[src/rtl/estop_multi.sv]
// Multi-button emergency-stop controller: synchronises and debounces the e-stop contacts,
// latches the trip cause, and holds the SSR open for a minimum time until an explicit rearm.
module estop_multi #(
   parameter int unsigned N_BTN     = 2,
   parameter int unsigned DEB_LEN   = 8,
   parameter int unsigned OPEN_HOLD = 15
) (
   input  logic             clk_1m,
   input  logic             rst,
   input  logic [N_BTN-1:0] estop_btn_no,
   input  logic             estop_open,
   input  logic             estop_activation,
   input  logic             teensy_activation,
   input  logic             diag_activation,
   input  logic             rearm,
   output logic             ssr_enable,
   output logic             fault_latched,
   output logic [N_BTN:0]   trip_src,
   output logic [1:0]       state
);

   localparam int unsigned DEB_W  = $clog2(DEB_LEN + 1);
   localparam int unsigned HOLD_W = $clog2(OPEN_HOLD + 1);

   typedef enum logic [1:0] {
      ST_IDLE    = 2'b00,
      ST_ACTIVE  = 2'b01,
      ST_TRIPPED = 2'b10,
      ST_LOCKED  = 2'b11
   } state_e;

   state_e              state_q, state_d;
   logic [HOLD_W-1:0]   hold_q, hold_d;
   logic [N_BTN:0]      sync1_q, sync2_q;
   logic [N_BTN:0]      trip_src_q, trip_src_d;
   logic [N_BTN-1:0]    btn_sync;
   logic [N_BTN-1:0]    btn_db;
   logic                open_sync;
   logic                trip;
   logic                act_req;
   logic                rearm_ok;

   // Two-flop synchronisers; idle level is "healthy" so reset never looks like a trip.
   always_ff @(posedge clk_1m) begin
      if (rst) begin
         sync1_q <= '1;
         sync2_q <= '1;
      end else begin
         sync1_q <= {estop_open, estop_btn_no};
         sync2_q <= sync1_q;
      end
   end

   assign btn_sync  = sync2_q[N_BTN-1:0];
   assign open_sync = sync2_q[N_BTN];

   // Per-button debounce: adopt the new level only after DEB_LEN consecutive disagreeing cycles.
   for (genvar g = 0; g < N_BTN; g++) begin : g_deb
      logic [DEB_W-1:0] cnt_q, cnt_d;
      logic             db_q, db_d;

      always_comb begin
         db_d  = db_q;
         cnt_d = '0;
         if (btn_sync[g] != db_q) begin
            if (cnt_q == DEB_W'(DEB_LEN - 1)) begin
               db_d = btn_sync[g];
            end else begin
               cnt_d = cnt_q + DEB_W'(1);
            end
         end
      end

      always_ff @(posedge clk_1m) begin
         if (rst) begin
            cnt_q <= '0;
            db_q  <= 1'b1;
         end else begin
            cnt_q <= cnt_d;
            db_q  <= db_d;
         end
      end

      assign btn_db[g] = db_q;
   end

   assign trip     = (~&btn_db) | ~open_sync;
   assign act_req  = estop_activation & teensy_activation;
   assign rearm_ok = (state_q == ST_LOCKED) & rearm & ~trip;

   // State and hold-counter register.
   always_ff @(posedge clk_1m) begin
      if (rst) begin
         state_q <= ST_IDLE;
         hold_q  <= '0;
      end else begin
         state_q <= state_d;
         hold_q  <= hold_d;
      end
   end

   // Next state; trip wins over every other transition and restarts the open-hold timer.
   always_comb begin
      state_d = state_q;
      hold_d  = '0;
      unique case (state_q)
         ST_IDLE: begin
            if (trip) begin
               state_d = ST_TRIPPED;
            end else if (act_req) begin
               state_d = ST_ACTIVE;
            end
         end
         ST_ACTIVE: begin
            if (trip) begin
               state_d = ST_TRIPPED;
            end else if (!act_req) begin
               state_d = ST_IDLE;
            end
         end
         ST_TRIPPED: begin
            if (!trip) begin
               if (hold_q == HOLD_W'(OPEN_HOLD - 1)) begin
                  state_d = ST_LOCKED;
               end else begin
                  hold_d = hold_q + HOLD_W'(1);
               end
            end
         end
         ST_LOCKED: begin
            if (trip) begin
               state_d = ST_TRIPPED;
            end else if (rearm) begin
               state_d = ST_IDLE;
            end
         end
         default: state_d = ST_IDLE;
      endcase
   end

   // Sticky trip cause, cleared only by an accepted rearm.
   always_comb begin
      trip_src_d = trip_src_q;
      if (rearm_ok) begin
         trip_src_d = '0;
      end else if (trip) begin
         trip_src_d = trip_src_q | {~open_sync, ~btn_db};
      end
   end

   always_ff @(posedge clk_1m) begin
      if (rst) begin
         trip_src_q <= '0;
      end else begin
         trip_src_q <= trip_src_d;
      end
   end

   // Outputs; the diagnostic override reaches the SSR without waiting for a clock.
   always_comb begin
      ssr_enable    = diag_activation | (state_q == ST_ACTIVE);
      fault_latched = state_q[1];
      state         = state_q;
      trip_src      = trip_src_q;
   end

endmodule

[config.mk]
export PLATFORM = sky130hd
export DESIGN_NAME = estop_multi
export DESIGN_NICKNAME = d
export VERILOG_FILES = /design/src/rtl/estop_multi.sv
export SDC_FILE = /design/constraint.sdc
export NUM_CORES = 1
export LEC_CHECK = 0
export ABC_AREA = 1
export ABC_CLOCK_PERIOD_IN_PS = 1700
export BUFFER_PORTS_ARGS = -buffer_cell sky130_fd_sc_hd__buf_2
export CORE_UTILIZATION = 53
export DETAILED_ROUTE_END_ITERATION = 6
export HOLD_SLACK_MARGIN = 0.15
export PLACE_DENSITY_LB_ADDON = 0.15
export SLEW_MARGIN = 25
export SYNTH_ARGS = -nofsm -noshare
export SYNTH_HDL_FRONTEND = slang
export SYNTH_SLANG_ARGS = --single-unit
[constraint.sdc]
create_clock -name clk_1m -period 1.7 [get_ports clk_1m]
set_clock_uncertainty 0.15 [all_clocks]
set_input_delay 0.085 -clock clk_1m [delete_from_list [all_inputs] [get_ports clk_1m]]
set_output_delay 0.085 -clock clk_1m [all_outputs]
set_load 0.02 [all_outputs]
# Word-level counts from Yosys, hierarchy flattened
# Index checks and enable logic that the tools add are counted.
# W data, S select, Z words.
# totals
elab_cells,56
out_inout_bits,7
ff_bits,25
in_bits,9
# classes
n_reduce_logical,10
n_mux,9
n_eq_ne,13
n_bitwise,12
n_addsub,3
# op_table
op,count
$mux W2,8
$add A4 B1 Y4 const B,3
$ne A3 B3 Y1 const B,3
$eq A4 B3 Y1 const B,2
$pmux W2 S4,1
$reduce_and A2 Y1,3
$reduce_or A3 Y1,2
$not A1 Y1,5
$reduce_and A5 Y1,1
$eq A2 B2 Y1 const B,2
$eq A4 B4 Y1 const B,1
$ne A2 B2 Y1 const B,2
$reduce_or A4 Y1,1
$and A1 B1 Y1,3
$or A3 B3 Y3,1
$eq A2 B1 Y1 const B,1
$logic_not A2 Y1,1
$ne A1 B1 Y1,2
$not A2 Y2,1
$or A1 B1 Y1,2
$reduce_or A2 Y1,1
$logic_not A1 Y1,1

# Longest topological paths before layout
# logic_depth
ltp_word,6
ltp_mapped,8
depth_no_buf,8

# Worst setup path before layout
# Ideal clock, no wire load.
# synth_timing
kind,reg2reg
start,"register state_q[1], in the netlist state[1]"
end,register hold_q[0]
setup_time_ps,67
synth_period_minus_slack_ps,1238
path_stages_with_launch,5
path_slack_ps,462
required_ps,1483
arrival_time_ps,1021
n_path_buf,0
cell_sequence,dfxtp_1 inv_1 nor2_1 nand4_1 nor2_1
# synth_between
elab_chain_cells,3
# synth_lines
element,line,text
"start, declared",32,"state_e state_q, state_d;"
"start signal, assigned",97,state_q <= state_d;
$eq A2 B2 Y1,106,unique case (state_q)
$not A1 Y1 (no source line),-,
$reduce_or A4 Y1 (no source line),-,
"end signal, assigned",98,hold_q <= hold_d;
"end, declared",33,"logic [HOLD_W-1:0] hold_q, hold_d;"
# Every way passes these cells.
# A chain may end at the register's enable or synchronous reset.

# Final worst setup path
# layout_timing
start,input port rst
end,register sync1_q[1]
# layout_lines
element,line,text
"start, declared",9,"input logic rst,"
"end signal, assigned",49,"sync1_q <= {estop_open, estop_btn_no};"
"end, declared",34,"logic [N_BTN:0] sync1_q, sync2_q;"
# No word-level cell between the ends.

==> impl_metrics.tcl <==
set metrics [dict create \
    outcome "finished clean" \
    place.gp.congestion 0.770 \
    wl_per_cell_um 9.31 \
    worstSetupPathType "input pin to flip-flop" \
    wl_um 1560 \
    ys_ff_latch 25 \
    synth.distinct_cells 23 \
    layout_common_cells "dfxtp_1, nor2_1, buf_2" \
    path_cells "dlygate4sd3_1 -> buf_2 -> or2_2 -> dlygate4sd3_1" \
    final_antenna_net_count 0 \
    required_ns 1.76 \
    critPathMaxStageDelay_ns 0.55 \
    min_period_over_period 0.937 \
    setup_tns_ns 0 \
    clockBufferDepth 2 \
    clkLatencyLatePin_ns 0.31 \
    clkTransAtPathRegs_ns 0.13 \
    syn-instance-count 114 \
    period_needed_ns 1.59 \
    hold_viol 0 \
    rsz0062_at_grt "false" \
    first_global_vias 677 \
    yosysSeqAreaShare 0.508 \
    drt_first_pass_iters 3 \
    critPathLaunchType "input pin" \
    place_ws_ns 0.380 \
    synth_top_flop_cell "dfxtp_1" \
    grt_max_degree 14 \
    synth.largest_area_cell "dfxtp_1" \
    mostFrequentLayoutCell "dfxtp_1" \
    synth_enable_flop_cells 0 \
    finalSetupViolations 0 \
    worstPathMaxFanout 9 \
    pwr_density_cell_nw_per_um2 884 \
    cts-root-buf "clkbuf_4" \
    vias_per_cell 4.68 \
    cts_tree "yes" \
    max_cap_violations 0 \
    synthToLayoutAreaGrowth_pct 22.8 \
    timing.final.ws_setup_ns 0.107 \
    core_sq_um 1730 \
    hold_buffers 10 \
    drive_gt1_frac 0.218 \
    remaining_drc_errors 0 \
    ys_warn_count 0 \
    dp.cells 153 \
    clock.fmax_mhz 628 \
    netlist.area_leader.share 0.508 \
    h-tree-depth 1 \
    total_power_mw 1.07 \
    die_area_sq_um 2040 \
    dp_hpwl_um 1080 \
    postCtsSetupRepairBufs 0 \
    die_h_um 45.1 \
    placed_area_sq_um 1080 \
    avgSynthCellArea_sq_um 8.65 \
    clock-sinks 25 \
    relSlewSlack 0.760 \
    synth_fp_nets 127 \
    numCtsBuffers 3 \
    synth_area_leaders "dfxtp_1, nor2_1, ha_1" \
    tightest_slew_ns 0.358 \
    portBuffers 15 \
    io_pins 16 \
    syn_area_sq_um 986 \
    cp_slowest_cell "dlygate4sd3_1" \
    p_leak_nw 0.530 \
    ys_async_sr_fraction 0 \
    n_antenna_cell 0 \
    critPathCaptureType "flip-flop" \
    drt_iter0_drc 6 \
    final_cells 167 \
    min_path_type "flip-flop to flip-flop" \
    antenna_found_initial 0 \
    final_nets 156 \
    num_rows 15 \
    grt_usage 0.180 \
    crit_top_cell "dlygate4sd3_1" \
    grt_pass1_wl_um 2590 \
    cts-resized-gates 0 \
    peakVddDrop_uv 605 \
    cp_data_arrival_time_ns 1.65 \
    grt-ovfl-total 0 \
    die_x_um 45.1 \
    finalMaxSlewViolations 0 \
    vias 782 \
    start_util 0.571 \
    stdcell_area_sq_um 1210 \
]
-- state kept, by name, indices dropped and copies added (netlist names) --
| signal | flops |
|---|---|
| g_deb.cnt_q | 8 |
| g_deb.db_q | 2 |
| hold_q | 4 |
| state | 2 |
| sync1_q | 3 |
| sync2_q | 3 |
| trip_src | 3 |
-- through the flow --
stage	hold slack (ns)	utilization
floorplan	0.0388	-
finish	0.273	0.701
CTS	0.273	0.701
global placement	0.117	0.628
global route	0.287	0.701
detailed placement	0.119	0.628
-- per-layer routing --
| metal | up-vias | global-route usage | routed length, um |
|---|---|---|---|
| met5 | - | 0 | 0 |
| met4 | 0 | 0.109 | 12 |
| met3 | 2 | 0.0240 | 47 |
| met2 | 11 | 0.319 | 794 |
| met1 | 348 | 0.202 | 701 |
| li1 | 421 | - | - |
-- synthesized netlist by cell type (2+ instances only) --
master,instances
o21ai_0,2
nand3_1,10
or2_2,7
dfxtp_1,25
ha_1,4
inv_1,11
nor3b_1,2
nor2_1,19
a21oi_1,7
xor2_1,3
o211ai_1,2
nand2_1,11
-- critical path, delay by kind of cell --
family / cells / cell delay, ns
buffers and inverters: 3 / 1.26
and+or+nand+nor: 1 / 0.30
-- where the power goes --
part | internal, mW | leakage (nW) | total (mW) | switching (mW)
clock | 0.0915 | 0.0150 | 0.254 | 0.162
sequential | 0.609 | 0.204 | 0.638 | 0.0286
combinational | 0.0789 | 0.312 | 0.179 | 0.100
total | 0.780 | 0.530 | 1.07 | 0.291
-- area by class of cell --
type | count | area (sq um)
inverter | 13 | 50.0
multi-input combinational | 75 | 428
fill | 151 | 515
timing repair buffer | 25 | 175
sequential | 25 | 500
tap | 25 | 31.3
clock buffer | 4 | 26.3
-- path summary, 6_finish.rpt --
path	start	to	slack [ns]	cells after the start
min	sync1_q[1]	sync2_q[1]	0.27	1
min reg2reg	sync1_q[1]	sync2_q[1]	0.27	1
max reg2reg	g_deb[1].cnt_q[0]	g_deb[1].cnt_q[2]	0.37	6
max	rst	sync1_q[1]	0.11	4
-- cells by family after synthesis --
family,after synthesis,share of synthesized area
simple gates,54,0.273
flops,25,0.508
buf+inv,14,0.0584
compound gates,13,0.0749
xor+xnor,4,0.0355
fa+ha+maj,4,0.0508
No activity file was read; power rests on OpenSTA's default activity.
